File: config.mk
export PLATFORM = sky130hd
export DESIGN_NAME = keypad_entry_buffer
export DESIGN_NICKNAME = d
export VERILOG_FILES = /design/src/rtl/keypad_entry_buffer.sv
export SDC_FILE = /design/constraint.sdc
export NUM_CORES = 1
export LEC_CHECK = 0
export BUFFER_PORTS_ARGS = -buffer_cell sky130_fd_sc_hd__buf_2
export CELL_PAD_IN_SITES_DETAIL_PLACEMENT = 0
export CELL_PAD_IN_SITES_GLOBAL_PLACEMENT = 1
export CORE_ASPECT_RATIO = 1.4
export CORE_MARGIN = 4
export CORE_UTILIZATION = 43
export CTS_CLUSTER_DIAMETER = 80
export DETAILED_ROUTE_END_ITERATION = 10
export PLACE_DENSITY = 0.77
export SKIP_CTS_REPAIR_TIMING = 1
export SLEW_MARGIN = 20
export SYNTH_ARGS = -nofsm -noshare
export SYNTH_HDL_FRONTEND = slang
export SYNTH_SLANG_ARGS = --single-unit
File: constraint.sdc
create_clock -name clk -period 2.18 [get_ports clk]
set_input_delay 0.436 -clock clk [delete_from_list [all_inputs] [get_ports clk]]
set_output_delay 0.436 -clock clk [all_outputs]
set_load 0.005 [all_outputs]
File: src/rtl/keypad_entry_buffer.sv
// Keypad entry buffer: assembles scanner keys into a 6-digit BCD hhmmss buffer and forwards Enter/Esc events.
// Latency: a key acts two edges after its strobe is first sampled (synchroniser), so effects are visible after edge N+2.
// Backpressure: none; one action per key edge, and clrBuffer or a mode change wins over a key in the same cycle.
module keypad_entry_buffer (
    input  logic        clk,
    input  logic        reset,
    input  logic [3:0]  key_in,
    input  logic        key_strobe,
    input  logic [1:0]  mode,
    input  logic        clrBuffer,
    output logic [23:0] hhmmss,
    output logic [2:0]  digit_count,
    output logic        entry_valid,
    output logic [1:0]  KeyCode,
    output logic        KeyCodeAvailable,
    output logic        entry_error
);

    localparam logic [3:0] KEY_ENTER = 4'hA;
    localparam logic [3:0] KEY_ESC   = 4'hB;
    localparam logic [3:0] KEY_BKSP  = 4'hC;
    localparam logic [1:0] KC_ENTER  = 2'b01;
    localparam logic [1:0] KC_ESC    = 2'b10;

    logic        r_sync1;
    logic        r_sync2;
    logic        r_prev;
    logic [1:0]  r_last_mode;
    logic [23:0] r_hhmmss;
    logic [2:0]  r_count;
    logic [1:0]  r_keycode;
    logic        r_kca;
    logic        r_err;

    logic        w_key_evt;
    logic        w_set_mode;
    logic        w_hh_ok;
    logic        w_mm_ok;
    logic        w_ss_ok;
    logic        w_entry_valid;

    // Strobe is asynchronous: two-flop synchroniser plus a delayed copy for edge detection.
    always_ff @(posedge clk or posedge reset) begin
        if (reset) begin
            r_sync1 <= 1'b0;
            r_sync2 <= 1'b0;
            r_prev  <= 1'b0;
        end else begin
            r_sync1 <= key_strobe;
            r_sync2 <= r_sync1;
            r_prev  <= r_sync2;
        end
    end

    assign w_key_evt  = r_sync2 & ~r_prev;
    // Mode 11 behaves as display; only 01 and 10 edit the buffer.
    assign w_set_mode = (mode == 2'b01) || (mode == 2'b10);

    // Digits are always 0-9, so range checks only need the tens digit plus the units digit for hour 2x.
    assign w_hh_ok = (r_hhmmss[23:20] < 4'd2) ||
                     ((r_hhmmss[23:20] == 4'd2) && (r_hhmmss[19:16] <= 4'd3));
    assign w_mm_ok = (r_hhmmss[15:12] <= 4'd5);
    assign w_ss_ok = (r_hhmmss[7:4]   <= 4'd5);
    assign w_entry_valid = (r_count == 3'd6) && w_hh_ok && w_mm_ok && w_ss_ok;

    // Buffer, count and event registers: clear request, then mode change, then key event.
    always_ff @(posedge clk or posedge reset) begin
        if (reset) begin
            r_last_mode <= 2'b00;
            r_hhmmss    <= 24'h0;
            r_count     <= 3'd0;
            r_keycode   <= 2'b00;
            r_kca       <= 1'b0;
            r_err       <= 1'b0;
        end else begin
            r_kca <= 1'b0;
            r_err <= 1'b0;
            if (clrBuffer) begin
                r_hhmmss <= 24'h0;
                r_count  <= 3'd0;
            end else if (mode != r_last_mode) begin
                r_last_mode <= mode;
                r_hhmmss    <= 24'h0;
                r_count     <= 3'd0;
            end else if (w_key_evt) begin
                if (key_in <= 4'd9) begin
                    if (w_set_mode && (r_count < 3'd6)) begin
                        r_hhmmss <= {r_hhmmss[19:0], key_in};
                        r_count  <= r_count + 3'd1;
                    end
                end else if (key_in == KEY_BKSP) begin
                    if (w_set_mode && (r_count != 3'd0)) begin
                        r_hhmmss <= {4'h0, r_hhmmss[23:4]};
                        r_count  <= r_count - 3'd1;
                    end
                end else if (key_in == KEY_ENTER) begin
                    if (!w_set_mode || w_entry_valid) begin
                        // Buffer is held so the controller can capture it next cycle.
                        r_keycode <= KC_ENTER;
                        r_kca     <= 1'b1;
                    end else begin
                        r_err    <= 1'b1;
                        r_hhmmss <= 24'h0;
                        r_count  <= 3'd0;
                    end
                end else if (key_in == KEY_ESC) begin
                    r_keycode <= KC_ESC;
                    r_kca     <= 1'b1;
                    r_hhmmss  <= 24'h0;
                    r_count   <= 3'd0;
                end
            end
        end
    end

    assign hhmmss           = r_hhmmss;
    assign digit_count      = r_count;
    assign entry_valid      = w_entry_valid;
    assign KeyCode          = r_keycode;
    assign KeyCodeAvailable = r_kca;
    assign entry_error      = r_err;

endmodule

==> results of run 1 <==
## per-layer routing
layer  track usage [%]  vias up
met5                 0        -
met4              9.43        0
met3              4.03        9
met2              32.2       55
met1              23.8      788
li1                  -      744
## final cells by class
class	count	area [sq um]
Clock buffer	8	90.1
Fill cell	409	2120
Inverter	6	22.5
Multi-Input combinational cell	117	1020
Sequential cell	36	901
Tap cell	62	77.6
Timing Repair Buffer	53	308
## cells in the mapped netlist (3+ instances only)
cell type,number,share of area [%]
dfrtp_1,36,44
mux2i_1,14,6.9
o2bb2ai_2,11,8.1
a21oi_1,10,2.5
a22oi_1,8,3.0
a211oi_2,7,4.3
nand2_1,7,1.3
nand3_1,7,1.7
inv_1,6,1.1
o21ai_0,6,1.5
clkbuf_1,4,0.74
ha_1,4,2.5
mux2_2,3,1.7
nand2b_1,3,0.93
## path summary, 6_finish.rpt
path	start	cells past startpoint	endpoint	slack (ns)
worst min register to register	r_sync1$_DFF_PP0_	0	r_sync2$_DFF_PP0_	0.36
worst max-delay path	digit_count[0]$_DFFE_PP0P_	8	hhmmss[12]$_DFFE_PP0P_	0.12
max in group asynchronous	reset	3	hhmmss[21]$_DFFE_PP0P_	1.60
worst max register to register	digit_count[0]$_DFFE_PP0P_	8	hhmmss[12]$_DFFE_PP0P_	0.12
worst min-delay path	reset	3	r_prev$_DFF_PP0_	0.24
min in group clk	key_strobe	1	r_sync1$_DFF_PP0_	0.26
## kinds of logic after synthesis
| group | after synthesis | share of synthesized area, % |
|---|---|---|
| buffers and inverters | 17 | 5.18 |
| AND/OR/NAND/NOR | 33 | 11.0 |
| multiplexers | 17 | 8.58 |
| AO/OA/AOI/OAI | 60 | 27.0 |
| XOR/XNOR | 3 | 1.30 |
| flip-flops | 36 | 44.4 |
| adder cells (fa/ha/maj) | 4 | 2.47 |
## power breakdown
| group | switching (mW) | leakage (nW) | internal [mW] | total [mW] |
|---|---|---|---|---|
| Sequential | 0.00987 | 0.486 | 0.682 | 0.692 |
| Clock | 0.241 | 0.0455 | 0.258 | 0.500 |
| Combinational | 0.123 | 0.591 | 0.0669 | 0.190 |
| Total | 0.374 | 1.12 | 1.01 | 1.38 |
## sequential cells by signal, summed over array words and instances (netlist names), 2 cells and up
| signal | cells |
|---|---|
| KeyCode | 2 |
| digit_count | 3 |
| hhmmss | 24 |
| r_last_mode | 2 |
## worst min-delay path: stages
cell   delay [ns]
buf_2        0.09
inv_1        0.04
buf_4        0.40
## metrics by stage
step / util [%] / setup WS, ns / area, sq um / total power [mW] / instances
floorplan: - / 0.265 / 2030 / 0.834 / 170
global placement: 51.4 / 0.144 / 2330 / 0.889 / 274
detailed placement: 51.4 / 0.112 / 2330 / 0.894 / 274
CTS: 53.4 / 0.119 / 2420 / 1.39 / 282
global route: 53.4 / -0.0422 / 2420 / 1.44 / 282
finish: 53.4 / 0.119 / 2420 / 1.38 / 282
==> metrics, run 1 <==
GPL Wtd Cong 0.846; WL met2 2.63 mm; Achievable Freq about 490 MHz; Slew Viols, Final 0; commonest non-fill, non-tap cells in the layout buf_2 (41), dfrtp_1 (36), mux2i_1 (14); I/O pins 42; RSZ-0062 raised after global routing true; cts bufs inserted 5; Crit path arrival time approximately 2.3 ns; Final Hold Viols 0; clk buf depth 2; hpwl dp about 3.6 mm; Mapped Area about 0.002 sq mm; Post-Syn Instances 170; crit-path max cell delay 0.38 ns; worst-path cell chain inv_1 -> ha_1 -> nand4bb_2 -> or3_1 -> o22a_1 -> a21oi_4 -> buf_4 -> o2bb2ai_2; Starting Density between 40% and 50%; grt ovf 0; Site Rows 29; Slew headroom 68.4%; wl on met1 2.13 mm; Final setup viols 0; core area between 0.004 and 0.005 sq mm; drt wl/cell between 15 and 20 um; Slew @ Worst Pin ~0.47 ns; Clk pin slew, worst setup/hold paths ~0.07 ns; hold_ws between 0.2 and 0.25 ns; number of global-route vias before repair 1697; Total GRT Usage approximately 19%; Root Driver clkbuf_8; crit path launch type register; clk_skew 0.00382 ns; Hold WC Path Type in -> async; initial antenna violation count 0; Syn Nets about 180; Num Clock Sinks 36; synthesized flop and latch total 36; YS warnings 0; largest net degree at the start of global routing 37; detailed-route wire length ~5.2 mm; PD cells 571 mW/mm^2; setup TNS 0 ns; port bufs 41; Die Y 89.2 um; Max FO, Critical Path 10; Nets between 200 and 250; drt via density about 5.7; CTS tree built; Die X between 60 and 70 um; outcome finished, final reports clean; metal3 WL 275 um; sequential fraction of the synthesis area between 40% and 50%; DR pass1 iterations 4; highest metal used met4; post-route ant nets 0; first-pass GRT wire length 8.49 mm; Iter 0 DRT Violations 70; slowest cell on the critical path dfrtp_1; Top Family by Delay on Critical Path compound AO/OA/AOI/OAI gates; number of synthesized flops with an enable pin 0; max cap viols 0; # diodes 0; Req. time, crit path 2.40 ns; # H-tree levels 2; fin crit share between 90% and 100%; crit path kind reg -> reg; DRC viols 0; Static Leak 1.12 nW; area added between synthesis and finish 19.4%; buffers and inverters on the worst path 2; Worst setup EP type register; Synth cell types 52; Via Count around 1600; Main synth FF type dfrtp_1; asr flop ratio synth 100%; most common cell after layout, fill and taps aside buf_2; Die Area 0.00589 sq mm; Skew-Pair Late Insertion Delay approximately 0.29 ns; fin crit period ~2 ns; VDD IR max 354 uV; Avg Inst Size Synth approximately 12 sq um; share of layout cells above drive strength 1 between 40% and 50%
Power figures use the tool's default switching activity.
==> inputs of run 2 (changes only) <==
==> constraint.sdc (replaced) <==
create_clock -name clk -period 2.32 [get_ports clk]
set_input_delay 0.464 -clock clk [delete_from_list [all_inputs] [get_ports clk]]
set_output_delay 0.464 -clock clk [all_outputs]
set_load 0.005 [all_outputs]
==> metrics, run 2 (synthesis results as in run 1) <==
WL met2 2.69 mm (+2.6%); highest metal used met4; drt via density 5.83 (+3.0%); max cap viols 0 (unchanged); clk_skew 0.00805 ns (+0.00423 ns); Hold WC Path Type in -> async; commonest non-fill, non-tap cells in the layout buf_2 (41), dfrtp_1 (36), mux2i_1 (14); Switching Power 0.346 mW (-7.6%); FF/Latch Area 901 sq um (unchanged); metal3 WL 238 um (-13%); Overall Power 1.25 mW (-9.4%); port bufs 41 (unchanged); Total GRT Usage 19.5% (+0.16 points); Achievable Freq 477 MHz (-1.8%); Num Clock Sinks 36 (unchanged); RSZ-0062 raised after global routing false; Pint 0.906 mW (-10%); # H-tree levels 2 (unchanged); area of the multi-input gates 0.00102 sq mm (unchanged); core area 0.00454 sq mm (unchanged); largest net degree at the start of global routing 37 (unchanged); hpwl dp 3.69 mm (+3.5%); Clk pin slew, worst setup/hold paths 0.07 ns (about the same); max FFs per register 24 (unchanged); Max FO, Critical Path 10 (unchanged); detailed-route wire length 5.22 mm (+1.3%); Nets 230 (-1.3%); Die Area 0.00589 sq mm (unchanged); Slew Viols, Final 0 (unchanged); GPL Wtd Cong 0.849 (+0.33%); area added between synthesis and finish 17.0%; Skew-Pair Late Insertion Delay 0.29 ns (about the same); Post-DP Area 0.00229 sq mm (-1.5%); outcome finished, final reports clean; Slew headroom 68.0% (-0.44 points); grt ovf 0 (unchanged); clk buf depth 2 (unchanged); Crit path arrival time 2.32 ns (+0.04 ns); Final Hold Viols 0 (unchanged); fin crit share 90.4% (-4.1 points); most common cell after layout, fill and taps aside buf_2; Req. time, crit path 2.54 ns (+0.14 ns); DR pass1 iterations 4 (unchanged); Root Driver clkbuf_8; share of layout cells above drive strength 1 41.7% (-0.61 points); VDD IR max 298 uV (-16%); fillers 419 (+2.4%); post-route ant nets 0 (unchanged); fin crit period 2.10 ns (+0.0372 ns); Die Y 89.2 um (unchanged); Slew @ Worst Pin 0.480 ns (+0.00800 ns); DRC viols 0 (unchanged); # diodes 0 (unchanged); wl on met1 2.14 mm (+0.61%); CTS tree built; power share of the clock group 34.0% (-2.2 points); Starting Density 44.7% (unchanged); crit path kind reg -> reg; Site Rows 29 (unchanged); cell area after layout 0.00237 sq mm (-2.0%); setup TNS 0 ns (unchanged); drt wl/cell 18.8 um (+2.7%); Flop pwr share 51.9% (+1.8 points); Via Count 1620 (+1.5%); Static Leak 1.10 nW (-2.4%); first-pass GRT wire length 8.48 mm (-0.15%); number of global-route vias before repair 1687 (-0.59%); initial antenna violation count 0 (unchanged); crit path launch type register; cts bufs inserted 5 (unchanged); Worst setup EP type register; I/O pins 42 (unchanged); switch share 27.6% (+0.53 points); Final setup viols 0 (unchanged); PD cells 527 mW/mm^2 (-7.6%); fin util 52.3% (-1.0 points); Iter 0 DRT Violations 46 (-34%); Gate power share 14.0% (+0.3 points); Die X 66.0 um (unchanged)
-- run 2: per-stage QoR --
stage                     std cells  hold slack [ns]  setup slack [ns]
after CTS                       278            0.288             0.232
after global placement          271            0.340             0.216
after detailed placement        271            0.339             0.157
final                           278            0.268             0.222
after floorplan                 170            0.331             0.405
after global routing            278            0.283            0.0546
-- run 2: critical path, stage by stage (launching register included) --
cell and delay (ns):
dfrtp_1 0.42, inv_1 0.12, ha_1 0.17, nand4bb_2 0.11, or3_1 0.34, o22a_1 0.34
a21oi_4 0.21, buf_4 0.19, o2bb2ai_2 0.11
-- run 2: final timing paths --
| path | startpoint | endpoint | slack [ns] | depth (start not counted) |
|---|---|---|---|---|
| setup / recovery | digit_count[0]$_DFFE_PP0P_ | hhmmss[4]$_DFFE_PP0P_ | 0.22 | 8 |
| hold / removal | reset | r_prev$_DFF_PP0_ | 0.27 | 3 |
| setup reg to reg | digit_count[0]$_DFFE_PP0P_ | hhmmss[4]$_DFFE_PP0P_ | 0.22 | 8 |
| hold reg to reg | r_sync1$_DFF_PP0_ | r_sync2$_DFF_PP0_ | 0.36 | 0 |
| max in group asynchronous | reset | hhmmss[17]$_DFFE_PP0P_ | 1.71 | 3 |
| min in group clk | key_strobe | r_sync1$_DFF_PP0_ | 0.29 | 1 |
-- run 2: layout make-up --
cell class	count	share of cell area, %
Multi-Input combinational cell	117	43.0
Sequential cell	36	38.0
Timing Repair Buffer	50	11.5
Tap cell	62	3.27
Clock buffer	6	3.06
Inverter	6	0.949
Clock inverter	1	0.211
-- run 2: per-layer routing --
layer / up-vias / GRT usage, %
met5: - / 0
met4: 0 / 9.06
met3: 13 / 3.77
met2: 52 / 33.8
met1: 820 / 23.3
li1: 735 / -
-- run 2: power groups by stage --
| stage | sequential [mW] | combinational, mW | clock [mW] |
|---|---|---|---|
| 6_report | 0.650 | 0.175 | 0.426 |
| 5_1_grt | 0.651 | 0.194 | 0.454 |
| 4_1_cts | 0.650 | 0.177 | 0.433 |
| 3_5_place_dp | 0.662 | 0.176 | 0 |
| 3_3_place_gp | 0.661 | 0.171 | 0 |
| 2_1_floorplan | 0.661 | 0.123 | 0 |
